### src/rtl/e3_pkg.sv
// Shared constants, FSM state type and excess-3 helpers for the serial x9 multiplier.
package e3_pkg;

  localparam logic [3:0] E3_OFFSET = 4'd3;
  localparam logic [3:0] E3_MIN    = 4'b0011;
  localparam logic [3:0] E3_MAX    = 4'b1100;

  typedef enum logic {
    RUN   = 1'b0,
    FLUSH = 1'b1
  } state_t;

  function automatic logic e3_is_valid(input logic [3:0] code);
    return (code >= E3_MIN) && (code <= E3_MAX);
  endfunction

endpackage

### src/rtl/e3_digit_mac.sv
// One decimal multiply-accumulate step: digit*9 + carry, split into excess-3 units and binary tens.
module e3_digit_mac
  import e3_pkg::*;
(
  input  logic [3:0] digit,
  input  logic [3:0] carry,
  output logic [3:0] units_e3,
  output logic [3:0] tens,
  output logic       invalid
);

  logic [3:0] value;
  logic [6:0] product;
  logic [3:0] units;

  always_comb begin
    invalid = !e3_is_valid(digit);
    value   = invalid ? 4'd0 : (digit - E3_OFFSET);
    product = 7'(value) * 7'd9 + 7'(carry);
    // product never exceeds 89, so tens is found by thresholding instead of a divider
    tens = 4'd0;
    for (int i = 1; i <= 8; i++) begin
      if (product >= 7'(10 * i)) tens = 4'(i);
    end
    units    = 4'(product - 7'(tens) * 7'd10);
    units_e3 = units + E3_OFFSET;
  end

endmodule

### src/rtl/e3_mult_9_seq.sv
// Serial excess-3 x9 multiplier, LSD-first digit streams on valid/ready on both sides.
// Optional build macro E3_MULT_SEQ_ZERO_SUPPRESS_EN drops a zero final tens digit.
//
// Handshake: a beat transfers on a rising edge where valid && ready; the sender
// keeps data stable while valid && !ready, and the output register never changes
// while out_valid && !out_ready.
module e3_mult_9_seq
  import e3_pkg::*;
(
  input  logic       clk,
  input  logic       rst,
  input  logic [3:0] in_digit,
  input  logic       in_last,
  input  logic       in_valid,
  output logic       in_ready,
  output logic [3:0] out_digit,
  output logic       out_last,
  output logic       out_err,
  output logic       out_valid,
  input  logic       out_ready
);

  state_t     state, state_nxt;
  logic [3:0] carry, carry_nxt;
  logic       err, err_nxt;
  logic [3:0] out_digit_nxt;
  logic       out_last_nxt, out_err_nxt, out_valid_nxt;

  logic [3:0] mac_units_e3;
  logic [3:0] mac_tens;
  logic       mac_invalid;
  logic       in_fire, out_fire;
  logic       err_sum;
  logic       suppress;

  e3_digit_mac u_mac (
    .digit    (in_digit),
    .carry    (carry),
    .units_e3 (mac_units_e3),
    .tens     (mac_tens),
    .invalid  (mac_invalid)
  );

  assign in_ready = (state == RUN) && (!out_valid || out_ready);
  assign in_fire  = in_valid && in_ready;
  assign out_fire = out_valid && out_ready;
  assign err_sum  = err | mac_invalid;

`ifdef E3_MULT_SEQ_ZERO_SUPPRESS_EN
  assign suppress = (mac_tens == 4'd0);
`else
  assign suppress = 1'b0;
`endif

  always_comb begin
    state_nxt     = state;
    carry_nxt     = carry;
    err_nxt       = err;
    out_digit_nxt = out_digit;
    out_last_nxt  = out_last;
    out_err_nxt   = out_err;
    out_valid_nxt = out_valid;

    if (out_fire) out_valid_nxt = 1'b0;

    case (state)
      RUN: begin
        if (in_fire) begin
          out_digit_nxt = mac_units_e3;
          out_last_nxt  = 1'b0;
          out_err_nxt   = 1'b0;
          out_valid_nxt = 1'b1;
          if (!in_last) begin
            carry_nxt = mac_tens;
            err_nxt   = err_sum;
          end else if (suppress) begin
            out_last_nxt = 1'b1;
            out_err_nxt  = err_sum;
            carry_nxt    = 4'd0;
            err_nxt      = 1'b0;
          end else begin
            carry_nxt = mac_tens;
            err_nxt   = err_sum;
            state_nxt = FLUSH;
          end
        end
      end
      FLUSH: begin
        // the units beat is always pending here; the tens beat follows its handshake
        if (out_fire) begin
          out_digit_nxt = carry + E3_OFFSET;
          out_last_nxt  = 1'b1;
          out_err_nxt   = err;
          out_valid_nxt = 1'b1;
          carry_nxt     = 4'd0;
          err_nxt       = 1'b0;
          state_nxt     = RUN;
        end
      end
      default: state_nxt = RUN;
    endcase
  end

  always_ff @(posedge clk) begin
    if (rst) begin
      state     <= RUN;
      carry     <= 4'd0;
      err       <= 1'b0;
      out_digit <= E3_MIN;
      out_last  <= 1'b0;
      out_err   <= 1'b0;
      out_valid <= 1'b0;
    end else begin
      state     <= state_nxt;
      carry     <= carry_nxt;
      err       <= err_nxt;
      out_digit <= out_digit_nxt;
      out_last  <= out_last_nxt;
      out_err   <= out_err_nxt;
      out_valid <= out_valid_nxt;
    end
  end

endmodule

### config.mk
export PLATFORM = sky130hd
export DESIGN_NAME = e3_mult_9_seq
export DESIGN_NICKNAME = d
export VERILOG_FILES = /design/src/rtl/e3_pkg.sv /design/src/rtl/e3_digit_mac.sv /design/src/rtl/e3_mult_9_seq.sv
export SDC_FILE = /design/constraint.sdc
export NUM_CORES = 1
export LEC_CHECK = 0
export ABC_AREA = 0
export CORE_ASPECT_RATIO = 0.6
export CORE_MARGIN = 2
export CORE_UTILIZATION = 35
export CTS_CLUSTER_SIZE = 14
export DETAILED_ROUTE_END_ITERATION = 12
export PLACE_DENSITY = 0.53
export SLEW_MARGIN = 10
export SYNTH_ARGS = -nofsm -noshare
export SYNTH_HDL_FRONTEND = slang
export SYNTH_SLANG_ARGS = --single-unit
### constraint.sdc
create_clock -name clk -period 7.8 [get_ports clk]
set_clock_uncertainty 0.2 [all_clocks]
set_input_delay 2.34 -clock clk [delete_from_list [all_inputs] [get_ports clk]]
set_output_delay 2.34 -clock clk [all_outputs]
set_load 0.01 [all_outputs]
# == After elaboration in Yosys (flattened, before gate mapping) ==
# Cells that the tools add are included.
# op_classes
n_bitwise,2
magnitude_cmp,10
mul,2
n_shift,0
div,0
eq_ne,2
reduce_logical,8
add_sub_neg,5
muxes,31
# ops
cell,count
4-bit two-way mux,6
7-bit by 6-bit >= comparator with 1-bit output (second input constant),3
4-bit case mux with 2 select lines,2
7-bit by 5-bit >= comparator with 1-bit output (second input constant),2
7-bit >= comparator (second input constant),2
1-bit two-way mux,12
3-bit two-way mux,4
1-bit case mux with 2 select lines,5
4-bit by 2-bit adder with 4-bit output (second input constant),2
7-bit by 4-bit adder with 7-bit output,1
7-bit by 4-bit >= comparator with 1-bit output (second input constant),1
4-bit by 4-bit multiplier with 7-bit output (second input constant),1
4-bit by 2-bit >= comparator with 1-bit output (second input constant),1
4-bit <= comparator (second input constant),1
1-bit logical AND,4
4-bit by 3-bit multiplier with 3-bit output (second input constant),1
2-bit two-way mux,2
4-bit by 2-bit subtractor with 4-bit output (second input constant),1
4-bit subtractor,1
1-bit logical NOT,2
2-bit by 1-bit != test with 1-bit output (second input constant),1
2-bit != test (second input constant),1
2-bit AND reduction,1
1-bit logical OR,1
other kinds (2),2
# totals
mem_bits_rw,0
n_memories,0
latch_bits,0
regBits,13
wordCells,67
mem_bits_ro,0
in_bits,9
output_inout_bits,8

# == Longest topological paths before layout ==
# depth
depth_word,19
depth_mapped,23
ltp_nobuf,22

# == Modules after synthesis ==
# Synthesis repeated with hierarchy kept, for this count alone.
# hier_totals
cells_unflattened,155
hier_area_um2,1400.1
# by_module_without_submodules
module,seq_area_each_um2,cells_per_inst,area_per_inst_um2,instances
e3_digit_mac,0.0,86,750.7,1
e3_mult_9_seq,260.2,69,649.4,1

# == Worst setup path before layout ==
# Ideal clock, no wire load.
# synth_timing
path_kind,input to register
from,input port in_digit[0]
to,register out_digit[3]
setup_time_ns,0.117
setup_slack_ns,0.545
arrival_time_ns,6.938
required_time_ns,7.483
n_path_buf,1
cell_stages,22
path_cell_list,ha_1 -> or3_2 -> o21ai_0 -> nor2_1 -> ha_1 -> ha_1 -> fa_1 -> a21o_1 -> a21oi_2 -> xnor2_1 -> buf_4 -> nor2_1 -> o311a_1 -> ha_1 -> ha_1 -> fa_1 -> xnor2_1 -> xnor2_1 -> a211oi_1 -> nand3_1 -> nand3_1 -> o2bb2ai_1
# synth_via
elab_chain_cells,19
word_cells_on_any_way,28
cone_classes,add/sub (4); mul (2); order compare (10); mux (11); reduce/logical (1)
# synth_lines
item,line,text
start: declaration,e3_mult_9_seq.sv:12,"input logic [3:0] in_digit,"
4-bit by 2-bit >= comparator with 1-bit output or 4-bit <= comparator (tied branches),e3_pkg.sv:14,return (code >= E3_MIN) && (code <= E3_MAX);
1-bit logical AND,e3_pkg.sv:14,
4-bit two-way mux *,e3_digit_mac.sv:18,value = invalid ? 4'd0 : (digit - E3_OFFSET);
4-bit by 4-bit multiplier with 7-bit output *,e3_digit_mac.sv:19,product = 7'(value) * 7'd9 + 7'(carry);
7-bit by 4-bit adder with 7-bit output *,e3_digit_mac.sv:19,
7-bit by 4-bit >= comparator with 1-bit output,e3_digit_mac.sv:23,if (product >= 7'(10 * i)) tens = 4'(i);
1-bit two-way mux,e3_digit_mac.sv:23,
2-bit two-way mux (2 in series),e3_digit_mac.sv:23,
3-bit two-way mux (4 in series),e3_digit_mac.sv:23,
4-bit two-way mux,e3_digit_mac.sv:23,
4-bit by 3-bit multiplier with 3-bit output,e3_digit_mac.sv:25,units = 4'(product - 7'(tens) * 7'd10);
4-bit subtractor *,e3_digit_mac.sv:25,
4-bit by 2-bit adder with 4-bit output *,e3_digit_mac.sv:26,units_e3 = units + E3_OFFSET;
4-bit two-way mux *,e3_mult_9_seq.sv:68,if (in_fire) begin
4-bit case mux with 2 select lines *,e3_mult_9_seq.sv:66,case (state)
end signal: assignment,e3_mult_9_seq.sv:117,out_digit <= out_digit_nxt;
end: declaration,e3_mult_9_seq.sv:16,"output logic [3:0] out_digit,"
# Mark *: on every way between the ends. The rest lies on a longest branch, timed or not. The select of a mux whose other input is x is not followed.
# A chain may end at the register's enable or synchronous reset.

# == Worst setup path in the final report ==
# Same ends and word-level chain as after synthesis.

==> flow_summary_export.csv <==
group,metric,value,unit
finish,n_fill_cell,355,
placed_design,dpl.hpwl,2820,µm
clocking,htree_levels,1,
sta,fmax,133,MHz
worst_setup_path,rrSetupSlack,3.26,ns
power_and_ir_drop,power_density,207,nW/µm²
yosys,synth_largest_area_cell,"dfxtp_1",
worst_setup_path,cp.arrival,7.46,ns
power_and_ir_drop,combPwrFrac,61.5,%
worst_setup_path,worstSetupEndpointType,"flip-flop",
route,drt_first_iter_violations,152,
yosys,netlist_instances,162,
grt,grt_start_max_net_pins,14,
clocking,clock-sinks,13,
route,drt-total-wl,3490,µm
power_and_ir_drop,power_leakage,0.794,nW
floorplanning,initial_core_util,37.2,%
clocking,path_clk_slew,0.06,ns
power_and_ir_drop,internal_power,0.000228,W
grt,track_usage,16.5,%
finish,postLayoutCoreUtil,49.5,%
clocking,ctsResizeCount,0,
floorplanning,die_w,85.3,µm
power_and_ir_drop,power_switching,0.000154,W
worst_setup_path,cp_common_cell,"ha_1",
yosys,synth.top_cells.by_area,"dfxtp_1 (19%), ha_1 (16%), nor2_1 (4.6%)",
finish,nets,230,
clocking,clk_latency,0.25,ns
yosys,synth-seq-cells,13,
sta,tightest_slew,0.441,ns
clocking,cts_hold_buf,0,
clocking,cts_tree,"yes",
worst_setup_path,reg2reg_depth,18,
route,ant_nets,0,
sta,setup_viol,0,
sta,period_share,96.4,%
worst_setup_path,path_cells,"clkdlybuf4s50_1, ha_1, or3_2, o21ai_2, nor2_1, ha_1, ha_1, ha_1, a21o_1, a21oi_4, xnor2_2, buf_4, o2111ai_1, o311a_1, ha_1, ha_1, fa_1, xnor2_2, xnor2_2, a211oi_1, nand3_1, nand3_1, o2bb2ai_1",
floorplanning,fp.coreArea,3720,µm²
yosys,yosysTopAreaCellShare,18.8,%
worst_setup_path,critPathBufInv,2,
worst_setup_path,crit_type,"input port to flip-flop",
worst_setup_path,crit_cells,23,
grt,antenna_found_initial,0,
sta,setup_slack,0.284,ns
finish,diodes,0,
sta,rsz0062_at_grt,"false",
route,drt-wirelength-per-cell,14.1,µm
yosys,synth_seq_area_share,18.8,%
sta,drv_slew,0,
power_and_ir_drop,ir_drop,0.111,mV
sta,tns,0,ns
sta,hold_viol,0,
placed_design,dpl_cell_area,1750,µm²
power_and_ir_drop,switching_share,40.3,%
worst_hold_path,hold_path.class,"flip-flop to flip-flop",
sta,slew_headroom,70.5,%
clocking,postCtsSetupBuffers,0,
yosys,synth_warnings,0,
route,drt_pass1_iterations,4,
power_and_ir_drop,p_clk_share,16.2,%
floorplanning,die_h,52.8,µm
floorplanning,die-area,4500,µm²
placed_design,gp_congestion,0.839,
finish,fin_area,1840,µm²
grt,grt-ovfl-total,0,
yosys,syn-num-nets,191,
yosys,async_flop_share,0,%
yosys,synth-edff-count,0,
worst_setup_path,cpPeakStageDelay,0.42,ns
worst_setup_path,r2r_end,"out_digit[3]",
placed_design,place_ws,-0.101,ns
worst_setup_path,crit_start,"in_digit[0]",
grt,grt_pass1_vias,1221,
yosys,synth_area_per_cell,8.56,µm²
worst_setup_path,path_delay_family,"adder cells",
yosys,synthFlopType,"dfxtp_1",
worst_setup_path,setup.worst_path.end,"out_digit[3]",
route,vias,1285,
yosys,synth.distinct_cells,57,
finish,syn_to_final_growth,32.9,%
floorplanning,row_count,17,
clocking,cts_buffers,3,
sta,period_needed,7.52,ns
worst_setup_path,crit_fanout,6,
outcome,status,"finished, final reports clean",
floorplanning,io_pins,17,
worst_setup_path,cpMaxStageDelayCell,"clkdlybuf4s50_1",
job,maxCapViolations,0,
clocking,clockBufferDepth,2,
clocking,clockRootBuffer,"clkbuf_8",
yosys,netlist_area,1390,µm²
route,post-route-drc-count,0,
power_and_ir_drop,seqPwrFrac,22.3,%
worst_setup_path,start_kind,"input port",
placed_design,numPortBuffers,16,
finish,drive_gt1_share,25.0,%
grt,grt_pass1_wl,5830,µm
route,viasPerCell,5.20,
worst_setup_path,r2r-start,"carry[1]",
worst_setup_path,crit_required,7.74,ns
worst min-delay path: stages, from the launching register on:
cell      delay (ns)
dfxtp_1         0.31
nand2_1         0.05
o211ai_1        0.07
kinds of logic after synthesis:
family	synth area share, %
compound gates	22.8
xor+xnor	10.1
fa+ha+maj	19.1
buf+inv	4.06
flops	18.8
mux	3.25
simple gates	21.8
flip-flops by register name, indices dropped and copies added (netlist names):
register / flops
carry: 4
out_digit: 4
err: 1
out_err: 1
out_last: 1
out_valid: 1
state: 1
final cells by class:
cell class                      instances  area (µm²)  share of cell area, %
Multi-Input combinational cell        135        1110                   60.5
Timing Repair Buffer                   38         325                   17.7
Sequential cell                        13         260                   14.1
Tap cell                               47        58.8                   3.19
Clock buffer                            4        45.0                   2.45
Inverter                               10        37.5                   2.04
power groups by stage:
stage / clock (W) / combinational, W / sequential [W]
final: 0.0000618 / 0.000235 / 0.0000852
after global routing: 0.0000663 / 0.000260 / 0.0000868
after CTS: 0.0000631 / 0.000218 / 0.0000850
after detailed placement: 0 / 0.000216 / 0.0000864
after global placement: 0 / 0.000215 / 0.0000855
after floorplan: 0 / 0.000144 / 0.0000867
per-layer routing:
metal | up-vias | global-route usage, % | share of wire [%]
li1 | 658 | - | -
met3 | 3 | 2.36 | 4.3
met5 | - | 0 | 0
met4 | 0 | 2.38 | 0.49
met2 | 27 | 24.1 | 41
met1 | 597 | 25.5 | 54
worst min-delay path by stage:
stage                            start            to  slack (ns)  cells past startpoint
final                     out_digit[0]  out_digit[0]        0.28                      2
after floorplan                    err       out_err        0.27                      2
after detailed placement  out_digit[0]  out_digit[0]        0.28                      2
after CTS                 out_digit[0]  out_digit[0]        0.29                      2
after global routing      out_digit[0]  out_digit[0]        0.32                      2
after global placement    out_digit[2]  out_digit[2]        0.27                      2
through the flow:
step / std cells / hold WS, ns / power (W)
after floorplan: 162 / 0.266 / 0.000230
after global placement: 243 / 0.268 / 0.000300
after detailed placement: 243 / 0.277 / 0.000302
after CTS: 247 / 0.287 / 0.000366
after global routing: 247 / 0.324 / 0.000413
final: 247 / 0.283 / 0.000382
synthesized netlist by cell type (all sizes together), types with 3 or more instances:
cell type  instances
a21oi             13
dfxtp             13
ha                18
inv               10
mux2i              3
nand2             12
nand3              9
nor2              19
nor3               4
o211ai             4
o21ai              7
xnor2              7
xor2               6
cell usage in the layout, fill, tap and decap left out, types with 3 or more instances in the layout:
cell and instances:
xnor2_2 3, nor2_1 17, ha_1 18, clkdlybuf4s50_1 16, buf_4 22, o211ai_1 4, inv_1 10, o21ai_0 4
a21oi_1 9, xor2_1 4, dfxtp_1 13, nand2_1 11, nand3_1 8, clkbuf_8 3, xnor2_1 4
(Power assumes the default switching activity.)
